[config.mk]
export PLATFORM = sky130hd
export DESIGN_NAME = half_adder_reg_flat
export DESIGN_NICKNAME = d
export VERILOG_FILES = /design/src/rtl/half_adder_pkg.sv /design/src/rtl/half_adder_reg_if.sv /design/src/rtl/half_adder_bit.sv /design/src/rtl/half_adder_reg.sv /design/src/flat_wrapper.sv
export SDC_FILE = /design/constraint.sdc
export NUM_CORES = 1
export LEC_CHECK = 0
export CAP_MARGIN = 20
export CORE_AREA = 2 2 39 41
export DETAILED_ROUTE_END_ITERATION = 8
export DIE_AREA = 0 0 41 43
export HOLD_SLACK_MARGIN = 0.12
export PLACE_DENSITY_LB_ADDON = 0.05
export SYNTH_ARGS = -nofsm -noshare
export SYNTH_HDL_FRONTEND = slang
export SYNTH_SLANG_ARGS = --single-unit
export TNS_END_PERCENT = 5
[constraint.sdc]
create_clock -name clk -period 0.8 [get_ports clk]
set_input_delay 0.08 -clock clk [delete_from_list [all_inputs] [get_ports clk]]
set_output_delay 0.08 -clock clk [all_outputs]
set_load 0.02 [all_outputs]
[src/rtl/half_adder_pkg.sv]
// Shared definitions for the half_adder_reg slice.
//   DEFAULT_WIDTH : default lane count
//   ha_f(a,b)     : single-lane half-adder function, returns {cout,sum}
package half_adder_pkg;

  localparam int DEFAULT_WIDTH = 1;

  function automatic logic [1:0] ha_f(input logic a, input logic b);
    return {a & b, a ^ b};
  endfunction

endpackage

[src/rtl/half_adder_reg_if.sv]
// Operand/result bundle for half_adder_reg.
//   in_valid, a, b       : operand side (driven by master)
//   sum, cout, out_valid : result side (driven by slave)
interface half_adder_reg_if
  import half_adder_pkg::*;
#(
  parameter int WIDTH = DEFAULT_WIDTH
);

  logic             in_valid;
  logic [WIDTH-1:0] a;
  logic [WIDTH-1:0] b;
  logic [WIDTH-1:0] sum;
  logic [WIDTH-1:0] cout;
  logic             out_valid;

  modport master (output in_valid, a, b, input sum, cout, out_valid);
  modport slave  (input in_valid, a, b, output sum, cout, out_valid);

endinterface

[src/rtl/half_adder_bit.sv]
// Combinational 1-bit half-adder cell.
//   a, b : operand bits
//   sum  : a ^ b
//   cout : a & b
module half_adder_bit
  import half_adder_pkg::*;
(
  input  logic a,
  input  logic b,
  output logic sum,
  output logic cout
);

  assign {cout, sum} = ha_f(a, b);

endmodule

[src/rtl/half_adder_reg.sv]
// Lane-parallel half adder with an optional output register.
//   clk, rst : rising-edge clock, async active-high reset (REG_OUT=1 only)
//   bus      : slave side of half_adder_reg_if
//              in:  in_valid, a[WIDTH], b[WIDTH]
//              out: sum[WIDTH], cout[WIDTH], out_valid
// Lanes are independent; no carry travels between them.
module half_adder_reg
  import half_adder_pkg::*;
#(
  parameter int WIDTH   = DEFAULT_WIDTH,
  parameter bit REG_OUT = 1'b1
) (
  input logic        clk,
  input logic        rst,
  half_adder_reg_if.slave bus
);

  logic [WIDTH-1:0] sum_c;
  logic [WIDTH-1:0] cout_c;

  for (genvar i = 0; i < WIDTH; i++) begin : g_lane
    half_adder_bit u_cell (
      .a    (bus.a[i]),
      .b    (bus.b[i]),
      .sum  (sum_c[i]),
      .cout (cout_c[i])
    );
  end

  if (REG_OUT) begin : g_reg
    logic [WIDTH-1:0] sum_q;
    logic [WIDTH-1:0] cout_q;
    logic             vld_pipe;

    // Data only loads on in_valid, so garbage on a/b while idle never
    // reaches the held result.
    always_ff @(posedge clk or posedge rst) begin
      if (rst) begin
        sum_q    <= '0;
        cout_q   <= '0;
        vld_pipe <= 1'b0;
      end else begin
        vld_pipe <= bus.in_valid;
        if (bus.in_valid) begin
          sum_q  <= sum_c;
          cout_q <= cout_c;
        end
      end
    end

    assign bus.sum       = sum_q;
    assign bus.cout      = cout_q;
    assign bus.out_valid = vld_pipe;
  end else begin : g_comb
    // Pure bypass: clock and reset have no role here.
    logic unused_clk_rst;
    assign unused_clk_rst = clk ^ rst;

    assign bus.sum       = sum_c;
    assign bus.cout      = cout_c;
    assign bus.out_valid = bus.in_valid;
  end

endmodule

[src/flat_wrapper.sv]
// flat-port wrapper written by rule: the top's interface ports become plain ports
module half_adder_reg_flat import half_adder_pkg::*;
#(
  parameter int WIDTH   = DEFAULT_WIDTH,
  parameter bit REG_OUT = 1'b1
)
  (clk, rst, bus_in_valid, bus_a, bus_b, bus_sum, bus_cout, bus_out_valid);
  half_adder_reg_if #(.WIDTH(WIDTH)) bus_i ();
  input logic clk;
  input logic rst;
  input wire logic [$bits(bus_i.in_valid)-1:0] bus_in_valid;
  input wire logic [$bits(bus_i.a)-1:0] bus_a;
  input wire logic [$bits(bus_i.b)-1:0] bus_b;
  output wire logic [$bits(bus_i.sum)-1:0] bus_sum;
  output wire logic [$bits(bus_i.cout)-1:0] bus_cout;
  output wire logic [$bits(bus_i.out_valid)-1:0] bus_out_valid;
  assign bus_i.in_valid = bus_in_valid;
  assign bus_i.a = bus_a;
  assign bus_i.b = bus_b;
  assign bus_sum = bus_i.sum;
  assign bus_cout = bus_i.cout;
  assign bus_out_valid = bus_i.out_valid;
  half_adder_reg #(.WIDTH(WIDTH), .REG_OUT(REG_OUT)) u_core (.clk(clk), .rst(rst), .bus(bus_i));
endmodule
; ---- Word level (Yosys, flattened, before mapping)
; Cells that the tools add are included.
[word_totals]
reg_bits = 3
latch_bits = 0
mem_bits_rw = 0
romBits = 0
input_bits = 5
n_memories = 0
[classes]
add_sub_neg = 0
mul = 0
div = 0
n_lt_le_gt_ge = 0
n_eq_ne = 0
shift = 0
mux = 0
bitwise_logic = 2
reduce_logical = 0
[op_table]
columns = operator, n
row1 = 1-bit AND, 1
row2 = 1-bit XOR, 1

; ---- Longest topological paths before layout
; Gate-level depths: netlist (run 1).
[logic_depth]
depth_word = 1
ltp_mapped = 2
mapped_depth_nobuf = 2

; ---- Hierarchy
; From an unflattened synthesis (run 1), not the netlist that was laid out.
[unflattened]
cells_unflattened = 7
hier_area_um2 = 113.9
[by_module_without_submodules]
columns = mod, instances, cells_per_inst, area_per_inst_um2
row1 = half_adder_reg, 1, 6, 101.3
row2 = half_adder_bit, 1, 1, 12.5

; ---- Worst setup path before layout (run 1)
; Ideal clock, no wire load.
[synth_timing]
path_kind = reg2reg
from = register, netlist name u_core.bus.cout
to = register u_core.g_reg.cout_q (netlist: u_core.bus.cout)
t_arrival_ns = 0.701
setup_slack_ns = -0.026
stages_incl_launch_ff = 2
period_less_slack_ns = 0.826
cell_sequence = dfrtp_1 > mux2_2
[synth_rtl]
columns = element, line
row1 = to (signal assigned), half_adder_reg.sv:46  ; cout_q <= cout_c;
row2 = to (decl), half_adder_reg.sv:32  ; logic [WIDTH-1:0] cout_q;

; ---- Worst setup path after layout (run 1)
[layout_timing]
from = register u_core.g_reg.sum_q (netlist: u_core.bus.sum)
to = output port bus_sum
[layout_rtl]
columns = element, line
row1 = from (decl), half_adder_reg.sv:31  ; logic [WIDTH-1:0] sum_q;
row2 = from (signal assigned), half_adder_reg.sv:45  ; sum_q <= sum_c;
row3 = to (decl), flat_wrapper.sv:14  ; output wire logic [$bits(bus_i.sum)-1:0] bus_sum;
; No word-level cell between the ends.

==> flow_metrics.py, run 1 <==
metrics = {
    "finish": {
        "nets": 26,
        "seq_area_um2": 77.6,
        "fin_util_pct": 17.4,
        "area_delta_synth_final_pct": 111,
        "layout_common_cells": "clkbuf_4, dlygate4sd2_1, buf_6, dfrtp_2",
        "fillers": 157,
        "multi_input_area_um2": 38.8,
        "drive_above_1_share_pct": 52.6,
        "antenna_cells": 0,
        "layout.cell_area.non_filler_um2": 240,
    },
    "pwr": {
        "clkPwrFrac_pct": 49.2,
        "switchingPower_mw": 0.125,
        "power_density_mw_per_mm2": 2240,
        "switching_share_pct": 23.3,
        "pwr-share-seq_pct": 33.1,
        "ir_drop_uv": 460,
        "p_leak_nw": 0.115,
        "power_frac_comb_pct": 17.7,
        "p_int_mw": 0.412,
        "totalPowerFinal_mw": 0.538,
    },
    "critical_path": {
        "crit_family": "flip-flops",
        "cp_slowest_cell": "dfrtp_2",
        "cpPeakStageDelay_ns": 0.40,
        "reg2reg_depth": 1,
        "crit_path_end_kind": "output port",
        "path_cells": "buf_6",
        "critPathRequiredTime_ns": 0.72,
        "start_kind": "register",
        "path_max_fanout": 2,
        "startpoint": "u_core.bus.sum$_DFFE_PP0P_",
        "rr_startpoint": "u_core.bus.sum$_DFFE_PP0P_",
        "crit_arrival_ns": 0.76,
        "cp_num_cells": 1,
        "path_buf_inv": 1,
        "critical_path_class": "reg -> out",
        "reg2reg_slack_ns": 0.02,
        "reg2reg_to": "u_core.bus.sum$_DFFE_PP0P_",
    },
    "sta": {
        "fin_skew_ns": 0,
        "maxSlewViolCount": 0,
        "worst_pin_slew_ns": 0.163,
        "period_share_pct": 105,
        "hold_viol_final": 0,
        "fmax_mhz": 1190,
        "setup_slack_ns": -0.0410,
        "fin_setup_tns_ns": -0.0783,
        "setup_viol_count_final": 3,
        "rsz0062_at_grt": "yes",
        "period_minus_slack_ns": 0.841,
        "slew_headroom_pct": 89.1,
    },
    "cts": {
        "h-tree-depth": 1,
        "clock-sinks": 3,
        "clk_path_buf_depth": 2,
        "cts_tree": "yes",
        "clk_root_buffer_cell": "clkbuf_4",
        "cts_buffers": 3,
        "clkLatencyLatePin_ns": 0.23,
        "cts_setup_buffers": 0,
        "path_clk_slew_ns": 0.04,
    },
    "synthesis": {
        "synth-seq-cells": 3,
        "synth_area_um2": 114,
        "synth_area_leaders": "dfrtp_1, mux2_2, ha_1",
        "synthCells": 7,
        "avgSynthCellArea_um2": 16.3,
        "yosys_warnings": 0,
        "synth_top_area_share_pct": 65.9,
        "synthDistinctLibCells": 4,
        "synth_seq_area_share_pct": 65.9,
        "synth_nets": 13,
        "yosysTopAreaCell": "dfrtp_1",
    },
    "die": {
        "ioPinCount": 8,
        "num_rows": 14,
        "core_area_mm2": 0.00138,
        "die-area_mm2": 0.00176,
        "dieHeight_um": 43,
        "dieWidth_um": 41,
        "start_util_pct": 8.23,
    },
    "drt": {
        "num_vias": 99,
        "routed_wirelength_um": 307,
        "drt_first_pass_iters": 1,
        "routedWlPerCell_um": 8.77,
        "vias_per_cell": 2.83,
        "first_iter_violations": 0,
        "drtAntennaViolNets": 0,
        "drc_errors": 0,
    },
    "placed_design": {
        "gp_congestion": 0.567,
        "dpl_cell_area_um2": 206,
        "pre_cts_slack_ns": -0.377,
        "port_buffers": 7,
    },
    "global_routing": {
        "grt_pass1_vias": 130,
        "grt_pass1_wl_um": 476,
        "grt_start_max_net_pins": 4,
        "track_usage_pct": 5.14,
        "overflow": 0,
        "antenna_found_initial": 0,
    },
    "status": {
        "violations": "negative setup slack",
        "status": "finished with violations",
    },
    "min_path": {
        "hp-class": "in -> reg",
        "whs_path_depth": 1,
        "whs_endpoint": "u_core.bus.out_valid$_DFF_PP0_",
        "worstHoldStart": "bus_in_valid",
    },
    "run": {
        "drv_cap": 0,
    },
}
power by group through the flow:
stage                     combinational, mW  clock [mW]  sequential (mW)
final                                0.0950       0.265            0.178
after global routing                  0.105       0.290            0.180
after CTS                            0.0975       0.284            0.178
after detailed placement             0.0930           0            0.177
after global placement               0.0929           0            0.177
after floorplan                      0.0171           0            0.197
through the flow:
step / hold WS, ns / std cells
detailed placement: 0.260 / 30
floorplan: -0.166 / 7
finish: 0.188 / 35
CTS: 0.183 / 35
global placement: 0.269 / 30
global route: 0.196 / 35
logic make-up after synthesis:
logic type,Yosys count,synth area share [%]
adder cells (fa/ha/maj),1,11.0
flip-flops,3,65.9
multiplexers,2,19.8
buffers and inverters,1,3.29
layout make-up:
type	instances	area share, %
sequential	3	32.3
multi-input combinational	3	16.1
tap	16	8.33
inverter	1	1.56
clock buffer	4	10.9
timing repair buffer	8	30.7
worst max-delay path by stage:
stage / to
after floorplan: u_core.bus.cout$_DFFE_PP0P_
after global placement: u_core.bus.sum$_DFFE_PP0P_
after detailed placement: u_core.bus.sum$_DFFE_PP0P_
after CTS: bus_sum
after global routing: bus_sum
final: bus_sum
cell usage after synthesis:
library cell,count
dfrtp_1,3
ha_1,1
mux2_2,2
inv_1,1
per-layer routing:
layer	share of wire, %	track usage [%]	up-vias
met3	19	3.66	0
met1	36	3.91	44
met2	44	6.25	8
li1	-	-	47
met5	0	0	-
met4	0	8.00	0
repair_timing:
| action | 4_1_cts | 5_1_grt |
|---|---|---|
| hold endpoints to repair | 3 | 0 |
| setup endpoints to repair | 5 | 4 |
| gates resized for setup | 20 | 0 |
| pin swaps | 1 | 0 |
| gates cloned | 0 | 0 |
| hold buffers | 1 | 0 |
sequential cells by signal (all words and copies together), names as in the netlist:
signal                flops
u_core.bus.cout           1
u_core.bus.out_valid      1
u_core.bus.sum            1
(Power assumes the default switching activity.)
==> inputs of run 2 (changes only) <==
- clock period: 0.8 -> 1 ns (I/O delays scaled with it)
==> flow_metrics.py, run 2 (synthesized netlist as in run 1, its figures left out) <==
metrics = {
    "sta": {
        "fin_hold_ws_ns": 0.417,
        "hold_viol_final": 0,
        "worst_pin_slew_ns": 0.204,
        "rsz0062_at_grt": "no",
        "maxSlewViolCount": 0,
        "setup_viol_count_final": 0,
        "fmax_mhz": 1040,
        "fin_skew_ns": 0,
        "period_minus_slack_ns": 0.960,
        "period_share_pct": 96.0,
        "slew_headroom_pct": 86.5,
    },
    "die": {
        "start_util_pct": 8.23,
        "die-area_mm2": 0.00176,
        "ioPinCount": 8,
        "dieHeight_um": 43,
        "num_rows": 14,
        "dieWidth_um": 41,
        "core_area_mm2": 0.00138,
    },
    "critical_path": {
        "crit_path_end_kind": "output port",
        "path_max_fanout": 1,
        "cp_slowest_cell": "dfrtp_1",
        "path_cells": "clkdlybuf4s15_1",
        "crit_family": "flip-flops",
        "critical_path_class": "reg -> out",
        "critPathRequiredTime_ns": 0.90,
        "path_buf_inv": 1,
        "start_kind": "register",
        "cpPeakStageDelay_ns": 0.35,
        "reg2reg_slack_ns": 0.15,
        "crit_arrival_ns": 0.86,
    },
    "global_routing": {
        "track_usage_pct": 5.23,
        "grt_use_met3_pct": 6.81,
        "grt_start_max_net_pins": 4,
        "met1_usage_pct": 3.55,
        "overflow": 0,
        "antenna_found_initial": 0,
        "grt_pass1_vias": 128,
        "grt.busiest_layer": "met3",
        "grt_pass1_wl_um": 476,
        "use_met2_pct": 5.94,
    },
    "finish": {
        "nets": 27,
        "antenna_cells": 0,
        "final_common_cell": "clkdlybuf4s50_1",
        "layout_common_cells": "clkdlybuf4s50_1, clkbuf_4, dfrtp_1",
        "area_delta_synth_final_pct": 109,
        "drive_above_1_share_pct": 40.0,
        "fin_util_pct": 17.2,
    },
    "drt": {
        "routed_wirelength_um": 311,
        "drt_first_pass_iters": 2,
        "num_vias": 99,
        "drtAntennaViolNets": 0,
        "drc_errors": 0,
        "routedWlPerCell_um": 8.64,
        "vias_per_cell": 2.75,
        "first_iter_violations": 2,
    },
    "cts": {
        "h-tree-depth": 1,
        "clk_path_buf_depth": 2,
        "clock-sinks": 3,
        "cts_setup_buffers": 0,
        "clk_root_buffer_cell": "clkbuf_4",
        "cts_tree": "yes",
        "clkLatencyLatePin_ns": 0.23,
        "cts_buffers": 3,
        "path_clk_slew_ns": 0.04,
    },
    "status": {
        "status": "complete, no violations",
    },
    "pwr": {
        "p_leak_nw": 0.111,
        "totalPowerFinal_mw": 0.421,
        "power_density_mw_per_mm2": 1770,
        "ir_drop_uv": 247,
    },
    "run": {
        "drv_cap": 0,
    },
    "placed_design": {
        "gp_congestion": 0.591,
        "port_buffers": 7,
        "dp_hpwl_um": 258,
    },
    "min_path": {
        "hp-class": "in -> reg",
    },
}
==> run 2: final timing paths <==
kind	from	endpoint	cells after the start
worst max-delay path	u_core.bus.out_valid$_DFF_PP0_	bus_out_valid	1
worst min-delay path	bus_in_valid	u_core.bus.out_valid$_DFF_PP0_	1
worst max register to register	u_core.bus.cout$_DFFE_PP0P_	u_core.bus.cout$_DFFE_PP0P_	2
worst min register to register	u_core.bus.sum$_DFFE_PP0P_	u_core.bus.sum$_DFFE_PP0P_	1
max in group asynchronous	rst	u_core.bus.cout$_DFFE_PP0P_	3
min in group asynchronous	rst	u_core.bus.sum$_DFFE_PP0P_	3
==> run 2: final cells by class <==
cell class | instances | area (um2)
clock buffers | 4 | 26.3
fillers | 169 | 1150
inverters | 1 | 3.75
multi-input cells | 3 | 35.0
flip-flops and latches | 3 | 75.1
well taps | 16 | 20.0
repair buffers | 9 | 77.6
==> run 2: stage by stage <==
step / std cells / worst slack, ns / cell area (um2) / TNS (ns)
3_3_place_gp: 31 / -0.182 / 211 / -0.350
2_1_floorplan: 7 / 0.174 / 114 / 0
3_5_place_dp: 31 / -0.187 / 211 / -0.365
4_1_cts: 36 / 0.00413 / 249 / 0
5_1_grt: 36 / 0.0126 / 238 / 0
6_report: 36 / 0.0400 / 238 / 0
==> run 2: per-layer routing <==
| layer | part of all wire (%) | vias to the layer above |
|---|---|---|
| met2 | 43 | 8 |
| met3 | 20 | 0 |
| li1 | - | 49 |
| met4 | 0 | 0 |
| met5 | 0 | - |
| met1 | 37 | 42 |
==> run 2: repair_timing <==
action | CTS | global route
endpoints found under the setup margin | 3 | 2
gates resized for setup | 7 | 2
endpoints found under the hold margin | 3 | 0
hold buffers | 1 | 0
==> run 2: report_power, final <==
group | switching [mW] | internal, mW
registers | 0.00554 | 0.134
logic | 0.0306 | 0.0388
clock network | 0.0630 | 0.150
